### src/rtl/alu_seq_ctrl_if.sv
// Command / result bundle between the host sequencer and alu_seq_ctrl.
// Optional macro ALU_SEQ_CTRL_ZFLAG_EN adds res_zero to the result side.
interface alu_seq_ctrl_if #(
    parameter int RA_W = 2,
    parameter int DW   = 8
);
    logic            cmd_valid;
    logic            cmd_ready;
    logic            cmd_ld;
    logic [3:0]      cmd_op;
    logic [RA_W-1:0] cmd_ra;
    logic [RA_W-1:0] cmd_rb;
    logic [RA_W-1:0] cmd_rd;
    logic [DW-1:0]   cmd_imm;

    logic            res_valid;
    logic [DW-1:0]   res_data;
    logic [RA_W-1:0] res_rd;
`ifdef ALU_SEQ_CTRL_ZFLAG_EN
    logic            res_zero;
`endif

    // Host side: issues commands, consumes results.
    modport master (
        output cmd_valid, cmd_ld, cmd_op, cmd_ra, cmd_rb, cmd_rd, cmd_imm,
        input  cmd_ready, res_valid, res_data, res_rd
`ifdef ALU_SEQ_CTRL_ZFLAG_EN
        , input res_zero
`endif
    );

    // Controller side.
    modport slave (
        input  cmd_valid, cmd_ld, cmd_op, cmd_ra, cmd_rb, cmd_rd, cmd_imm,
        output cmd_ready, res_valid, res_data, res_rd
`ifdef ALU_SEQ_CTRL_ZFLAG_EN
        , output res_zero
`endif
    );
endinterface

### src/rtl/alu_seq_ctrl.sv
// Command sequencer for the 2-stage registered 8-bit ALU.
// Owns a 2**RA_W x DW register file, runs one command at a time:
// loads complete in one cycle, ALU ops take IDLE->ISSUE->WAIT->CAPT->IDLE.
// Optional macro ALU_SEQ_CTRL_ZFLAG_EN: registers a zero flag with each result.
module alu_seq_ctrl #(
    parameter int RA_W = 2,
    parameter int DW   = 8
) (
    input  logic            ck,
    input  logic            rst,
    alu_seq_ctrl_if.slave   bus,
    output logic [DW-1:0]   alu_a,
    output logic [DW-1:0]   alu_b,
    output logic [3:0]      alu_ctr,
    input  logic [DW-1:0]   alu_o,
    input  logic [RA_W-1:0] dbg_addr,
    output logic [DW-1:0]   dbg_data
);
    localparam int NREG = 2**RA_W;

    typedef enum logic [1:0] {
        IDLE  = 2'd0,
        ISSUE = 2'd1,
        WAIT  = 2'd2,
        CAPT  = 2'd3
    } state_t;

    state_t state_q, state_d;

    logic [NREG-1:0][DW-1:0] rf_q;
    logic [DW-1:0]           alu_a_q, alu_b_q;
    logic [3:0]              alu_ctr_q;
    logic [RA_W-1:0]         rd_q;
    logic                    res_valid_q;
    logic [DW-1:0]           res_data_q;
    logic [RA_W-1:0]         res_rd_q;
`ifdef ALU_SEQ_CTRL_ZFLAG_EN
    logic                    res_zero_q;
`endif

    logic accept, ld_acc, op_acc, wb;

    assign accept = bus.cmd_valid && bus.cmd_ready;
    assign ld_acc = accept &&  bus.cmd_ld;
    assign op_acc = accept && !bus.cmd_ld;
    // In CAPT the ALU result register already holds this op's result.
    assign wb     = (state_q == CAPT);

    // State register.
    always_ff @(posedge ck) begin
        if (rst) state_q <= IDLE;
        else     state_q <= state_d;
    end

    // Next state and ready; ready is masked by reset so nothing is accepted then.
    always_comb begin
        state_d       = state_q;
        bus.cmd_ready = 1'b0;
        case (state_q)
            IDLE: begin
                bus.cmd_ready = !rst;
                if (op_acc) state_d = ISSUE;
            end
            ISSUE:   state_d = WAIT;
            WAIT:    state_d = CAPT;
            CAPT:    state_d = IDLE;
            default: state_d = IDLE;
        endcase
    end

    // Register file: write-back and load never coincide since loads need IDLE.
    always_ff @(posedge ck) begin
        if (rst)         rf_q <= '0;
        else if (wb)     rf_q[rd_q] <= alu_o;
        else if (ld_acc) rf_q[bus.cmd_rd] <= bus.cmd_imm;
    end

    // Operand capture at accept; held until the next ALU op so loads leave the ALU alone.
    always_ff @(posedge ck) begin
        if (rst) begin
            alu_a_q   <= '0;
            alu_b_q   <= '0;
            alu_ctr_q <= '0;
            rd_q      <= '0;
        end else if (op_acc) begin
            alu_a_q   <= rf_q[bus.cmd_ra];
            alu_b_q   <= rf_q[bus.cmd_rb];
            alu_ctr_q <= bus.cmd_op;
            rd_q      <= bus.cmd_rd;
        end
    end

    // Result report: one-cycle valid pulse, data/rd held until the next report.
    always_ff @(posedge ck) begin
        if (rst) begin
            res_valid_q <= 1'b0;
            res_data_q  <= '0;
            res_rd_q    <= '0;
`ifdef ALU_SEQ_CTRL_ZFLAG_EN
            res_zero_q  <= 1'b0;
`endif
        end else begin
            res_valid_q <= wb;
            if (wb) begin
                res_data_q <= alu_o;
                res_rd_q   <= rd_q;
`ifdef ALU_SEQ_CTRL_ZFLAG_EN
                res_zero_q <= (alu_o == '0);
`endif
            end
        end
    end

    assign alu_a         = alu_a_q;
    assign alu_b         = alu_b_q;
    assign alu_ctr       = alu_ctr_q;
    assign bus.res_valid = res_valid_q;
    assign bus.res_data  = res_data_q;
    assign bus.res_rd    = res_rd_q;
`ifdef ALU_SEQ_CTRL_ZFLAG_EN
    assign bus.res_zero  = res_zero_q;
`endif
    assign dbg_data      = rf_q[dbg_addr];
endmodule

### src/flat_wrapper.sv
// flat-port wrapper written by rule: the top's interface ports become plain ports
module alu_seq_ctrl_flat 
#(
    parameter int RA_W = 2,
    parameter int DW   = 8
)
  (ck, rst, alu_a, alu_b, alu_ctr, alu_o, dbg_addr, dbg_data, bus_cmd_valid, bus_cmd_ld, bus_cmd_op, bus_cmd_ra, bus_cmd_rb, bus_cmd_rd, bus_cmd_imm, bus_cmd_ready, bus_res_valid, bus_res_data, bus_res_rd);
  alu_seq_ctrl_if #(.RA_W(RA_W), .DW(DW)) bus_i ();
  input  logic ck;
  input  logic rst;
  output logic [DW-1:0] alu_a;
  output logic [DW-1:0] alu_b;
  output logic [3:0] alu_ctr;
  input  logic [DW-1:0] alu_o;
  input  logic [RA_W-1:0] dbg_addr;
  output logic [DW-1:0] dbg_data;
  input wire logic [$bits(bus_i.cmd_valid)-1:0] bus_cmd_valid;
  input wire logic [$bits(bus_i.cmd_ld)-1:0] bus_cmd_ld;
  input wire logic [$bits(bus_i.cmd_op)-1:0] bus_cmd_op;
  input wire logic [$bits(bus_i.cmd_ra)-1:0] bus_cmd_ra;
  input wire logic [$bits(bus_i.cmd_rb)-1:0] bus_cmd_rb;
  input wire logic [$bits(bus_i.cmd_rd)-1:0] bus_cmd_rd;
  input wire logic [$bits(bus_i.cmd_imm)-1:0] bus_cmd_imm;
  output wire logic [$bits(bus_i.cmd_ready)-1:0] bus_cmd_ready;
  output wire logic [$bits(bus_i.res_valid)-1:0] bus_res_valid;
  output wire logic [$bits(bus_i.res_data)-1:0] bus_res_data;
  output wire logic [$bits(bus_i.res_rd)-1:0] bus_res_rd;
  assign bus_i.cmd_valid = bus_cmd_valid;
  assign bus_i.cmd_ld = bus_cmd_ld;
  assign bus_i.cmd_op = bus_cmd_op;
  assign bus_i.cmd_ra = bus_cmd_ra;
  assign bus_i.cmd_rb = bus_cmd_rb;
  assign bus_i.cmd_rd = bus_cmd_rd;
  assign bus_i.cmd_imm = bus_cmd_imm;
  assign bus_cmd_ready = bus_i.cmd_ready;
  assign bus_res_valid = bus_i.res_valid;
  assign bus_res_data = bus_i.res_data;
  assign bus_res_rd = bus_i.res_rd;
  alu_seq_ctrl #(.RA_W(RA_W), .DW(DW)) u_core (.ck(ck), .rst(rst), .bus(bus_i), .alu_a(alu_a), .alu_b(alu_b), .alu_ctr(alu_ctr), .alu_o(alu_o), .dbg_addr(dbg_addr), .dbg_data(dbg_data));
endmodule
### config.mk
export PLATFORM = sky130hd
export DESIGN_NAME = alu_seq_ctrl_flat
export DESIGN_NICKNAME = d
export VERILOG_FILES = /design/src/rtl/alu_seq_ctrl_if.sv /design/src/rtl/alu_seq_ctrl.sv /design/src/flat_wrapper.sv
export SDC_FILE = /design/constraint.sdc
export NUM_CORES = 1
export LEC_CHECK = 0
export ABC_AREA = 1
export CORE_ASPECT_RATIO = 2
export CORE_MARGIN = 4
export CORE_UTILIZATION = 53
export DETAILED_ROUTE_END_ITERATION = 16
export PLACE_DENSITY = 0.85
export SYNTH_ARGS = -nofsm -noshare
export SYNTH_HDL_FRONTEND = slang
export SYNTH_SLANG_ARGS = --single-unit
### constraint.sdc
create_clock -name ck -period 2.1 [get_ports ck]
set_clock_uncertainty 0.15 [all_clocks]
set_input_delay 0.42 -clock ck [delete_from_list [all_inputs] [get_ports ck]]
set_output_delay 0.42 -clock ck [all_outputs]
set_load 0.05 [all_outputs]
Word-level counts from Yosys, hierarchy flattened
Cells that the tools add are included.
- bits in latches: 0
- bits of input ports: 32
- RAM bits: 0
- register bits after elaboration: 67
- output and inout port bits: 40
- memories kept: 0
- memory bits (read-only): 0
- logic and storage cells: 49
- bitwise operators: 0
- magnitude comparators: 7
- div/mod/pow operators: 0
- equal/unequal tests: 4
- mux-type cells: 17
- reduce and logical (&&, ||, !) cells: 9
- add/sub/neg operators: 0
- $mul: 0
- shift operators: 0
- operators by type and width (operator ; count):
    32-bit bitwise mux ; 2
    32-bit 2-to-1 mux ; 2
    8-bit binary-select mux with 2-bit select ; 3
    8-bit 2-to-1 mux ; 5
    8-bit demux with 2-bit select ; 2
    2-bit by 3-bit less-than comparator with 1-bit output (second input constant) ; 5
    2-bit case mux with 4 select lines ; 1
    1-bit logical AND ; 5
    2-bit equality test (second input constant) ; 2
    2-bit by 1-bit >= comparator with 1-bit output (second input constant) ; 2
    2-bit by 1-bit equality test with 1-bit output (second input constant) ; 1
    1-bit logical NOT ; 2
    2-bit logical NOT ; 1
    2-bit 2-to-1 mux ; 1
    2-bit by 1-bit != test with 1-bit output (second input constant) ; 1
    2-bit nonzero test ; 1
    1-bit 2-to-1 mux ; 1

Depth between registers and ports, before layout
- depth after elaboration: 7
- mapped depth: 10
- depth with buffers taken out: 9

Worst setup path before layout
No wires, ideal clock.
- path kind: input to output
- start: in dbg_addr[0]
- end: out dbg_data[5]
- path slack: -0.282 ns
- stages: 5
- arrival: 1.812 ns
- path buffers: 2
- required time: 1.530 ns
- cell sequence: buf_2 -> inv_1 -> clkbuf_1 -> a21oi_1 -> a21oi_1
- longest elaborated chain between the ends: 2
- ends and longest elaborated chain (item ; line ; RTL):
    start: declaration ; flat_wrapper.sv:15 ; input logic [RA_W-1:0] dbg_addr;
    8-bit binary-select mux with 2-bit select ; alu_seq_ctrl.sv:123 ; assign dbg_data = rf_q[dbg_addr];
    8-bit 2-to-1 mux (not written as such) ; alu_seq_ctrl.sv:123 ;
    end: declaration ; flat_wrapper.sv:16 ; output logic [DW-1:0] dbg_data;
No other way between the ends. The select of a mux whose other input is x is not followed.

Worst setup path after layout
- start: reg u_core.alu_ctr_q[1], in the netlist u_core.alu_ctr[1]
- end: out alu_ctr[1]
- RTL lines (item ; line ; RTL):
    start: declaration ; alu_seq_ctrl.sv:32 ; logic [3:0] alu_ctr_q;
    start signal: assignment ; alu_seq_ctrl.sv:88 ; alu_ctr_q <= bus.cmd_op;
    end: declaration ; flat_wrapper.sv:13 ; output logic [3:0] alu_ctr;
No word-level cell between the ends.

==> flow_metrics.py <==
metrics = {
    "routing": {
        "wl_per_cell_um": 15.8,
        "drt-total-wl_mm": 12.4,
        "drt-met1-wl_mm": 4.27,
        "vias": 4434,
        "viasPerCell": 5.63,
        "highest_layer": "met4",
        "drt-initial-drc-count": 399,
        "route.met3.wl_um": 827,
        "ant_nets": 0,
        "drcViolationCount": 0,
        "wl_met2_mm": 6.40,
        "dr.pass1.iters": 6,
    },
    "yosys": {
        "netlist_area_mm2": 0.00381,
        "yosys_warnings": 0,
        "synthCells": 605,
        "ys_seq_area_share_pct": 35.2,
        "synth_seq_cells": 67,
        "synth.avg_cell_area_um2": 6.30,
        "syn-num-nets": 641,
        "synth.distinct_cells": 27,
    },
    "job": {
        "maxCapViolations": 0,
    },
    "die": {
        "die_y_um": 128,
        "rows": 43,
        "dieWidth_um": 68.0,
        "die_area_mm2": 0.00869,
        "io_pins": 72,
        "start_util_pct": 54.5,
        "core_area_mm2": 0.00699,
    },
    "placed_design": {
        "placed_cells": 773,
        "dpl_cell_area_mm2": 0.00497,
        "dp_hpwl_mm": 8.73,
        "io_buffers": 71,
        "place_congestion": 0.900,
        "dp_slack_ns": -0.230,
    },
    "sta": {
        "fin_crit_ns": 2.05,
        "rsz0062_at_grt": "false",
        "setup_viol": 0,
        "slew_headroom_pct": 65.1,
        "hold_violations": 0,
        "setup_ws_ns": 0.0471,
        "fmax_ghz": 0.487,
        "worstMarginPinSlew_ns": 0.521,
        "period_share_pct": 97.8,
        "final_max_slew_viol_count": 0,
    },
    "grt": {
        "grt_max_degree": 53,
        "grt_pass1_vias": 4550,
        "grt-ovfl-total": 0,
        "grt_use_total_pct": 31.0,
        "antenna_found_initial": 0,
        "grt_pass1_wl_mm": 20.7,
    },
    "power_and_ir_drop": {
        "design_power_total_mw": 4.80,
        "p_comb_share_pct": 35.6,
        "ir_drop_mv": 0.641,
        "p_sw_share_pct": 36.0,
        "cell_internal_pwr_mw": 3.08,
        "p_leak_nw": 2.39,
        "seq_power_share_pct": 32.7,
        "power_density_mw_per_mm2": 896,
        "p_clk_share_pct": 31.7,
        "switchingPower_mw": 1.73,
    },
    "worst_setup_path": {
        "cp_max_fo": 2,
        "crit_cells": 1,
        "cp_slowest_cell": "clkdlybuf4s50_1",
        "max_stage_delay_ns": 0.82,
        "r2r_cells": 7,
        "startpoint": "u_core.alu_ctr[1]",
        "worstSetupPathType": "reg2out",
        "cp_num_buf_inv": 1,
        "end_kind": "output port",
        "cp_data_required_time_ns": 1.53,
        "r2r_start": "u_core.state_q[1]",
        "cp-start-kind": "flop",
        "reg2reg_slack_ns": 0.25,
        "crit_chain": "clkdlybuf4s50_1",
        "cp-endpoint": "alu_ctr[1]",
        "worst_ep_arrival_time_ns": 1.48,
        "critPathTopFamily": "buffers and inverters",
        "r2r-end": "u_core.rf_q[9]",
    },
    "cts": {
        "clk_pin_slew_ns": 0.05,
        "htreeDepth": 3,
        "cts_tree": "built",
        "cts_root_buf": "clkbuf_16",
        "holdBufCountCts": 0,
        "cts_buffers": 9,
        "clock_latency_ns": 0.33,
        "cts_max_path_buffers": 2,
        "cts_setup_buffers": 0,
        "cts.sinks": 67,
    },
    "finish": {
        "final-instance-count-excl-fill": 788,
        "area_growth_pct": 40.8,
        "fillers": 544,
        "drive_gt1_share_pct": 16.5,
        "fin_nets": 731,
        "final_area_mm2": 0.00536,
        "diodes": 0,
    },
    "outcome": {
        "outcome": "finished, final reports clean",
    },
    "worst_hold_path": {
        "hp-class": "reg2reg",
    },
}
area by class of cell:
class | instances | area, µm² | share of cell area, %
clock buffers | 12 | 267 | 4.97
inverters | 65 | 245 | 4.57
flip-flops and latches | 67 | 1340 | 25.0
well taps | 90 | 113 | 2.10
repair buffers | 109 | 1140 | 21.3
clock inverters | 2 | 35.0 | 0.653
multi-input cells | 443 | 2220 | 41.3
worst min-delay path by stage:
| stage | from | to | slack (ns) | cells after the start |
|---|---|---|---|---|
| after global placement | u_core.bus.res_data[5] | u_core.bus.res_data[5] | 0.30 | 2 |
| final | u_core.bus.res_data[0] | u_core.bus.res_data[0] | 0.32 | 2 |
| after global routing | u_core.bus.res_data[3] | u_core.bus.res_data[3] | 0.33 | 2 |
| after detailed placement | u_core.bus.res_data[2] | u_core.bus.res_data[2] | 0.31 | 2 |
| after CTS | u_core.bus.res_data[2] | u_core.bus.res_data[2] | 0.32 | 2 |
| after floorplan | u_core.rf_q[12] | u_core.rf_q[12] | 0.30 | 2 |
stage by stage:
step / hold slack, ns / utilization, % / setup TNS, ns
after detailed placement: 0.305 / 71.1 / -1.33
after CTS: 0.316 / 76.6 / 0
after floorplan: 0.304 / - / -0.0104
final: 0.316 / 76.7 / 0
after global placement: 0.300 / 71.1 / -1.03
after global routing: 0.327 / 76.7 / 0
cells by family after synthesis:
logic type	count (synthesis)	share of synthesized area, %
AOI/OAI and AO/OA	145	21.3
adders and majority gates	4	1.31
buffers and inverters	95	10.3
DFF	67	35.2
and+or+nand+nor	294	31.9
layer usage:
layer,GRT usage (%),vias up
met5,0,-
met4,25.1,0
met3,6.58,92
met2,54.0,243
met1,29.5,1959
li1,-,2140
placed cells by master, fill, tap and decap left out, types with 5 or more instances in the layout:
cell type	n
nand2_1	129
nor2_1	122
dfxtp_1	67
inv_1	55
clkdlybuf4s50_1	53
o21ai_0	45
buf_4	38
a21oi_1	37
nand3_1	30
o211ai_1	16
o22ai_1	15
a21oi_2	13
buf_12	13
inv_2	9
clkbuf_16	9
a21oi_4	7
o21ai_1	5
worst register-to-register path, stage by stage (launching register included):
cell and delay [ns]:
dfxtp_1 0.34, ha_1 0.25, inv_2 0.22, nand2_1 0.27, nand2_2 0.23, inv_2 0.10
nor2_1 0.12, nor2_1 0.06
Yosys cell counts:
master / number / area share [%]
inv_1: 57 / 5.6
o21ai_4: 2 / 0.85
a211oi_1: 2 / 0.39
dfxtp_1: 67 / 35
buf_2: 10 / 1.3
buf_6: 2 / 0.59
nor2_2: 2 / 0.33
nand4_4: 1 / 0.56
o22ai_1: 15 / 2.5
clkinv_2: 1 / 0.13
nor2_1: 122 / 12
nand2_1: 129 / 13
inv_2: 7 / 0.69
nor2_4: 2 / 0.59
a21oi_1: 57 / 7.5
nor3_1: 1 / 0.13
buf_1: 1 / 0.098
ha_1: 4 / 1.3
buf_4: 2 / 0.39
nand2_4: 1 / 0.30
nand3_1: 30 / 3.9
clkbuf_1: 15 / 1.5
nand2_2: 3 / 0.49
nand3_2: 3 / 0.79
o211ai_1: 16 / 3.2
o21ai_1: 1 / 0.13
o21ai_0: 52 / 6.8
state kept, by name (all words and copies together), names as in the netlist:
register	count
u_core.alu_b	8
u_core.alu_ctr	4
u_core.state_q	2
u_core.rf_q	32
u_core.alu_a	8
u_core.bus.res_rd	2
u_core.rd_q	2
u_core.bus.res_data	8
u_core.bus.res_valid	1
power groups by stage:
stage               sequential [mW]  combinational, mW  clock, mW
CTS                            1.56               1.68       1.55
global placement               1.57               1.60          0
detailed placement             1.58               1.64          0
finish                         1.57               1.71       1.52
global route                   1.58               1.85       1.60
floorplan                      1.80              0.822          0
timing repair:
item,4_1_cts,5_1_grt
endpoints found under the setup margin,8,2
hold endpoints to repair,0,0
resized for setup,28,2
cloned,1,0
(Power assumes the default switching activity.)
